===== src/rtl/msi_protocol_pkg.sv =====
// Shared MSI protocol definitions: line states, bus snoop commands and the snoop controller FSM states.
package msi_protocol_pkg;

  typedef enum logic [1:0] {
    INVALID  = 2'b00,
    SHARED   = 2'b01,
    MODIFIED = 2'b10
  } msi_state_e;

  typedef enum logic [1:0] {
    BUS_RESERVED       = 2'b00,
    BUS_READ           = 2'b01,
    BUS_READ_EXCLUSIVE = 2'b10,
    BUS_INVALIDATE     = 2'b11
  } bus_cmd_e;

  typedef enum logic [2:0] {
    ST_IDLE,
    ST_LOOKUP,
    ST_FLUSH,
    ST_UPDATE,
    ST_RESPOND
  } snoop_fsm_e;

  // Only commands that hand the line to another cache need dirty data written back.
  function automatic logic needs_writeback(input bus_cmd_e cmd);
    return (cmd == BUS_READ) || (cmd == BUS_READ_EXCLUSIVE);
  endfunction

endpackage


===== src/rtl/snoop_flush_sequencer.sv =====
// Walks the word offsets of a line during a flush; advances one word per accepted beat and
// flags the beat that completes the line. Holds its offset (and so the word) while the bus stalls.
module snoop_flush_sequencer #(
  parameter int OFFSET_WIDTH = 4
) (
  input  logic                    clock,
  input  logic                    reset,
  input  logic                    active_i,
  input  logic                    flush_ready_i,
  output logic [OFFSET_WIDTH-1:0] offset_o,
  output logic                    flush_valid_o,
  output logic                    last_beat_o
);

  logic [OFFSET_WIDTH-1:0] count_q, count_d;

  // The counter wraps to zero on the last beat, so every flush starts at word 0.
  always_comb begin
    count_d = count_q;
    if (active_i && flush_ready_i) begin
      count_d = count_q + OFFSET_WIDTH'(1);
    end
  end

  always_ff @(posedge clock or posedge reset) begin
    if (reset) begin
      count_q <= '0;
    end else begin
      count_q <= count_d;
    end
  end

  assign offset_o      = count_q;
  assign flush_valid_o = active_i;
  assign last_beat_o   = active_i && flush_ready_i && (&count_q);

endmodule


===== src/rtl/snoopy_invalidate_controller.sv =====
// Snoop-side MSI controller: lookup, optional word-by-word flush, state rewrite, then a held response.
// Optional hit/invalidate counters are built when SNOOPY_CONTROLLER_STATISTICS_EN is defined.
module snoopy_invalidate_controller
  import msi_protocol_pkg::*;
#(
  parameter int  TAG_WIDTH         = 6,
  parameter int  INDEX_WIDTH       = 6,
  parameter int  OFFSET_WIDTH      = 4,
  parameter int  SET_ASSOCIATIVITY = 2,
  parameter int  DATA_WIDTH        = 16,
  localparam int ADDRESS_WIDTH     = TAG_WIDTH + INDEX_WIDTH + OFFSET_WIDTH
) (
  input  logic                         clock,
  input  logic                         reset,
  input  logic                         snoopValid,
  output logic                         snoopReady,
  input  logic [ADDRESS_WIDTH-1:0]     snoopAddress,
  input  logic [1:0]                   snoopCommand,
  output logic                         flushValid,
  output logic [DATA_WIDTH-1:0]        flushData,
  input  logic                         flushReady,
  output logic                         responseValid,
  output logic                         responseHit,
  output logic                         responseFlush,
  input  logic                         responseReady,
  output logic [INDEX_WIDTH-1:0]       index,
  output logic [OFFSET_WIDTH-1:0]      offset,
  output logic [TAG_WIDTH-1:0]         tagIn,
  output logic [1:0]                   stateIn,
  output logic                         writeState,
  input  logic [DATA_WIDTH-1:0]        dataOut,
  input  logic [SET_ASSOCIATIVITY-1:0] cacheNumber,
  input  logic [1:0]                   stateOut,
  input  logic                         hit
`ifdef SNOOPY_CONTROLLER_STATISTICS_EN
  ,
  output logic [15:0]                  snoopHitCount,
  output logic [15:0]                  invalidateCount
`endif
);

  snoop_fsm_e             state_q, state_d;
  logic [TAG_WIDTH-1:0]   tag_q, tag_d;
  logic [INDEX_WIDTH-1:0] idx_q, idx_d;
  bus_cmd_e               cmd_q, cmd_d;
  logic                   resp_hit_q, resp_hit_d;
  logic                   resp_flush_q, resp_flush_d;

  logic                    flush_active;
  logic                    flush_valid;
  logic                    last_beat;
  logic [OFFSET_WIDTH-1:0] flush_offset;
  logic                    line_present;

  // The way number and the snooped word offset play no part in a whole-line snoop.
  logic unused_inputs;
  assign unused_inputs = ^{cacheNumber, snoopAddress[OFFSET_WIDTH-1:0]};

  assign line_present = hit && (stateOut != INVALID);

  snoop_flush_sequencer #(
    .OFFSET_WIDTH (OFFSET_WIDTH)
  ) u_flush_seq (
    .clock         (clock),
    .reset         (reset),
    .active_i      (flush_active),
    .flush_ready_i (flushReady),
    .offset_o      (flush_offset),
    .flush_valid_o (flush_valid),
    .last_beat_o   (last_beat)
  );

  always_comb begin
    state_d       = state_q;
    tag_d         = tag_q;
    idx_d         = idx_q;
    cmd_d         = cmd_q;
    resp_hit_d    = resp_hit_q;
    resp_flush_d  = resp_flush_q;
    snoopReady    = 1'b0;
    responseValid = 1'b0;
    writeState    = 1'b0;
    stateIn       = INVALID;
    index         = '0;
    tagIn         = '0;
    flush_active  = 1'b0;
    case (state_q)
      ST_IDLE: begin
        snoopReady = 1'b1;
        if (snoopValid) begin
          tag_d   = snoopAddress[ADDRESS_WIDTH-1 -: TAG_WIDTH];
          idx_d   = snoopAddress[OFFSET_WIDTH +: INDEX_WIDTH];
          cmd_d   = bus_cmd_e'(snoopCommand);
          state_d = ST_LOOKUP;
        end
      end
      ST_LOOKUP: begin
        index        = idx_q;
        tagIn        = tag_q;
        resp_hit_d   = line_present;
        resp_flush_d = 1'b0;
        if (!line_present || (cmd_q == BUS_RESERVED)) begin
          state_d = ST_RESPOND;
        end else if ((stateOut == MODIFIED) && needs_writeback(cmd_q)) begin
          resp_flush_d = 1'b1;
          state_d      = ST_FLUSH;
        end else begin
          state_d = ST_UPDATE;
        end
      end
      ST_FLUSH: begin
        index        = idx_q;
        tagIn        = tag_q;
        flush_active = 1'b1;
        if (last_beat) begin
          state_d = ST_UPDATE;
        end
      end
      ST_UPDATE: begin
        index      = idx_q;
        tagIn      = tag_q;
        writeState = 1'b1;
        stateIn    = (cmd_q == BUS_READ) ? SHARED : INVALID;
        state_d    = ST_RESPOND;
      end
      ST_RESPOND: begin
        responseValid = 1'b1;
        if (responseReady) begin
          state_d = ST_IDLE;
        end
      end
      default: state_d = ST_IDLE;
    endcase
  end

  always_ff @(posedge clock or posedge reset) begin
    if (reset) begin
      state_q      <= ST_IDLE;
      tag_q        <= '0;
      idx_q        <= '0;
      cmd_q        <= BUS_RESERVED;
      resp_hit_q   <= 1'b0;
      resp_flush_q <= 1'b0;
    end else begin
      state_q      <= state_d;
      tag_q        <= tag_d;
      idx_q        <= idx_d;
      cmd_q        <= cmd_d;
      resp_hit_q   <= resp_hit_d;
      resp_flush_q <= resp_flush_d;
    end
  end

  assign flushValid    = flush_valid;
  assign offset        = flush_valid ? flush_offset : '0;
  assign flushData     = flush_valid ? dataOut : '0;
  assign responseHit   = responseValid && resp_hit_q;
  assign responseFlush = responseValid && resp_flush_q;

`ifdef SNOOPY_CONTROLLER_STATISTICS_EN
  logic [15:0] hit_cnt_q, hit_cnt_d;
  logic [15:0] inv_cnt_q, inv_cnt_d;

  // Both counters stick at all-ones rather than wrapping.
  always_comb begin
    hit_cnt_d = hit_cnt_q;
    inv_cnt_d = inv_cnt_q;
    if ((state_q == ST_LOOKUP) && line_present && (hit_cnt_q != 16'hFFFF)) begin
      hit_cnt_d = hit_cnt_q + 16'd1;
    end
    if (writeState && (stateIn == INVALID) && (inv_cnt_q != 16'hFFFF)) begin
      inv_cnt_d = inv_cnt_q + 16'd1;
    end
  end

  always_ff @(posedge clock or posedge reset) begin
    if (reset) begin
      hit_cnt_q <= '0;
      inv_cnt_q <= '0;
    end else begin
      hit_cnt_q <= hit_cnt_d;
      inv_cnt_q <= inv_cnt_d;
    end
  end

  assign snoopHitCount   = hit_cnt_q;
  assign invalidateCount = inv_cnt_q;
`endif

endmodule


===== config.mk =====
export PLATFORM = sky130hd
export DESIGN_NAME = snoopy_invalidate_controller
export DESIGN_NICKNAME = d
export VERILOG_FILES = /design/src/rtl/msi_protocol_pkg.sv /design/src/rtl/snoop_flush_sequencer.sv /design/src/rtl/snoopy_invalidate_controller.sv
export SDC_FILE = /design/constraint.sdc
export NUM_CORES = 1
export LEC_CHECK = 0
export CORE_MARGIN = 2
export CORE_UTILIZATION = 35
export DETAILED_ROUTE_END_ITERATION = 10
export PLACE_DENSITY = 0.76
export SKIP_CTS_REPAIR_TIMING = 1
export SYNTH_ARGS = -nofsm -noshare
export SYNTH_HDL_FRONTEND = slang
export SYNTH_SLANG_ARGS = --single-unit

===== constraint.sdc =====
create_clock -name clock -period 2.18 [get_ports clock]
set_input_delay 0.654 -clock clock [delete_from_list [all_inputs] [get_ports clock]]
set_output_delay 0.654 -clock clock [all_outputs]
set_load 0.01 [all_outputs]

==> out/metrics.yaml <==
global_route:
  grt_pass1_vias: 1212
  grt_max_degree: 14
  antenna_found_initial: 0
  grt_use_total_pct: 15.5
  grt_overflow_total: 0
  grt_first_pass_wirelength_um: 5140
clocking:
  clk_pin_slew_ps: 130
  worstSkewPairLatency_ps: 310
  cts_sinks: 23
  cts_root_buffer: "clkbuf_4"
  cts_buffer_depth: 2
  cts_made_buffers: 3
  h-tree-depth: 1
  cts_tree: "built"
final_layout:
  num-nets-final: 268
  syn2layout_area_growth_pct: 90.5
  drive_above_1_share_pct: 43.6
  design_area_um2: 2370
  fin_cells: 266
  utilization_pct: 70.0
  antenna_cells: 0
logic_synthesis:
  synth.largest_area_cell: "dfrtp_1"
  synth_seq_area_share_pct: 46.2
  synth_edf_count: 0
  synth_cells: 120
  yosysMostFrequentCell: "and2_1"
  syn_area_um2: 1240
  ys.flop_type: "dfrtp_1"
  ys_top_cells_by_count: "and2_1, dfrtp_1, mux2_2"
  yosysWarnings: 0
  synth_top_area_share_pct: 46.2
  ys_top_cells_by_area: "dfrtp_1, and2_1, mux2_2"
  synth.avg_cell_area_um2: 10.4
  synthArstFlopShare_pct: 100
  synth_seq_cells: 23
  synth_nets: 167
  synth_cell_types: 28
worst_setup_path:
  startpoint_type: "flop"
  path_class: "flop to output port"
  crit_path_max_fanout: 5
  worst_ep_arrival_time_ps: 1640
  crit_path_end_kind: "output port"
  cp.required_ps: 1530
  crit_chain: "nor3b_4 > buf_6 > buf_6 > buf_6 > and2_4 > buf_6"
  cpMostUsedCell: "buf_6"
  crit_slowest_cell: "dfrtp_2"
  cp_slowest_stage_delay_ps: 480
power_and_ir_drop:
  p_leak_nw: 1.29
  ir_worst_vdd_v: 0.000491
  powerDensity_nw_per_um2: 1020
placed_design:
  placed_cell_area_um2: 2150
  place_hpwl_um: 2520
  dp_cells: 249
  place.gp.congestion: 0.841
  io_buffers: 76
routing:
  drt-initial-drc-count: 43
  first_pass_iters: 4
  drc_errors: 0
  wirelength_um: 3500
  via_count: 1230
  routed_via_density: 4.62
  drt-wirelength-per-cell_um: 13.1
  antenna_left: 0
status:
  status: "finished, violations left"
  failed_checks: "setup timing"
timing:
  finalClockSkew_ps: 7.25
  min_period_over_period_pct: 105
  timing.final.hold_violations: 0
  clock.fmax_ghz: 0.436
  setup_tns_ps: -1400
  setup_viol: 15
  final.min_clock_period_ps: 2300
  whs_ps: 506
  setup_ws_ps: -116
  finalMaxSlewViolations: 0
  rsz0062_at_grt: "yes"
floorplan:
  ios: 84
  fp.dieArea_um2: 4050
  num_rows: 21
  die_w_um: 63.6
  coreArea_um2: 3390
  die_h_um: 63.6
  initial_utilization_pct: 36.7
run:
  maxCapViolations: 0
hold_path:
  hold_path.class: "flop to flop"
-- cell usage in the layout, fill, tap and decap left out, drive strengths merged --
cell type      instances
a221oi                 1
nand2b                 1
and3b                  1
dfrtp                 23
ha                     3
or2                    1
nand2                  3
o22ai                  1
nor3b                  1
nand3                  4
inv                    5
xnor2                  3
clkinv                 1
o21ai                  4
clkbuf                14
nor2                   3
conb                   1
or3b                   1
dlymetal6s2s          12
and3                   3
clkdlybuf4s50         37
o41a                   1
and2                  34
and4                   1
a22o                   1
buf                   43
mux2                  13
nor3                   4
-- worst max-delay path, delay by kind of cell, from the launching register on --
family / cells / cell delay, ps
and+or+nand+nor: 2 / 410
DFF: 1 / 480
buffers and inverters: 4 / 440
-- final timing paths --
check,from,depth (start not counted),slack (ps),end
max in group asynchronous,reset,3,1380,state_q[2]$_DFFE_PP0P_
hold reg to reg,resp_hit_q$_DFFE_PP0P_,2,510,resp_hit_q$_DFFE_PP0P_
hold / removal,resp_hit_q$_DFFE_PP0P_,2,510,resp_hit_q$_DFFE_PP0P_
setup reg to reg,state_q[2]$_DFFE_PP0P_,7,280,tag_q[3]$_DFFE_PP0P_
setup / recovery,state_q[0]$_DFFE_PP0P_,6,-120,offset[2]
min in group asynchronous,reset,3,640,u_flush_seq.offset_o[2]$_DFFE_PP0P_
-- area by class of cell --
type	count	area, µm²
Fill cell	233	1020
Tap cell	46	57.6
Clock inverter	1	5.00
Sequential cell	23	579
Inverter	5	18.8
Multi-Input combinational cell	85	683
Clock buffer	3	22.5
Timing Repair Buffer	103	1000
-- layer usage --
| metal | vias to the layer above | wire length (µm) | global-route usage, % | share of wire (%) |
|---|---|---|---|---|
| li1 | 598 | - | - | - |
| met1 | 567 | 1370 | 17.7 | 39 |
| met2 | 57 | 1870 | 28.9 | 53 |
| met3 | 8 | 226 | 4.29 | 6.5 |
| met4 | 0 | 34 | 2.72 | 0.97 |
| met5 | - | 0 | 0 | 0 |
-- cell families (layout without fill, tap and decap cells) --
group	Yosys count	after routing	share of synthesized area, %
xor+xnor	3	3	2.11
simple gates	57	57	27.7
fa+ha+maj	3	3	3.02
mux	13	13	11.8
other cells	1	1	0.301
flops	23	23	46.2
buf+inv	12	112	4.42
compound gates	8	8	4.42
-- through the flow --
stage | setup WS [ps] | power [mW]
detailed placement | -243 | 2.09
CTS | -369 | 2.28
global route | -202 | 2.61
global placement | -244 | 2.05
finish | -116 | 2.42
floorplan | 66.9 | 1.38
-- flip-flops by register name, summed over array words and instances (netlist names) --
signal                flops
u_flush_seq.offset_o      4
state_q                   3
idx_q                     6
resp_hit_q                1
tag_q                     6
cmd_q                     2
resp_flush_q              1
-- power breakdown --
| part | internal [mW] | switching (mW) |
|---|---|---|
| clock | 0.0684 | 0.126 |
| combinational | 0.889 | 0.594 |
| sequential | 0.620 | 0.126 |
| total | 1.58 | 0.846 |
(Power assumes the default switching activity.)
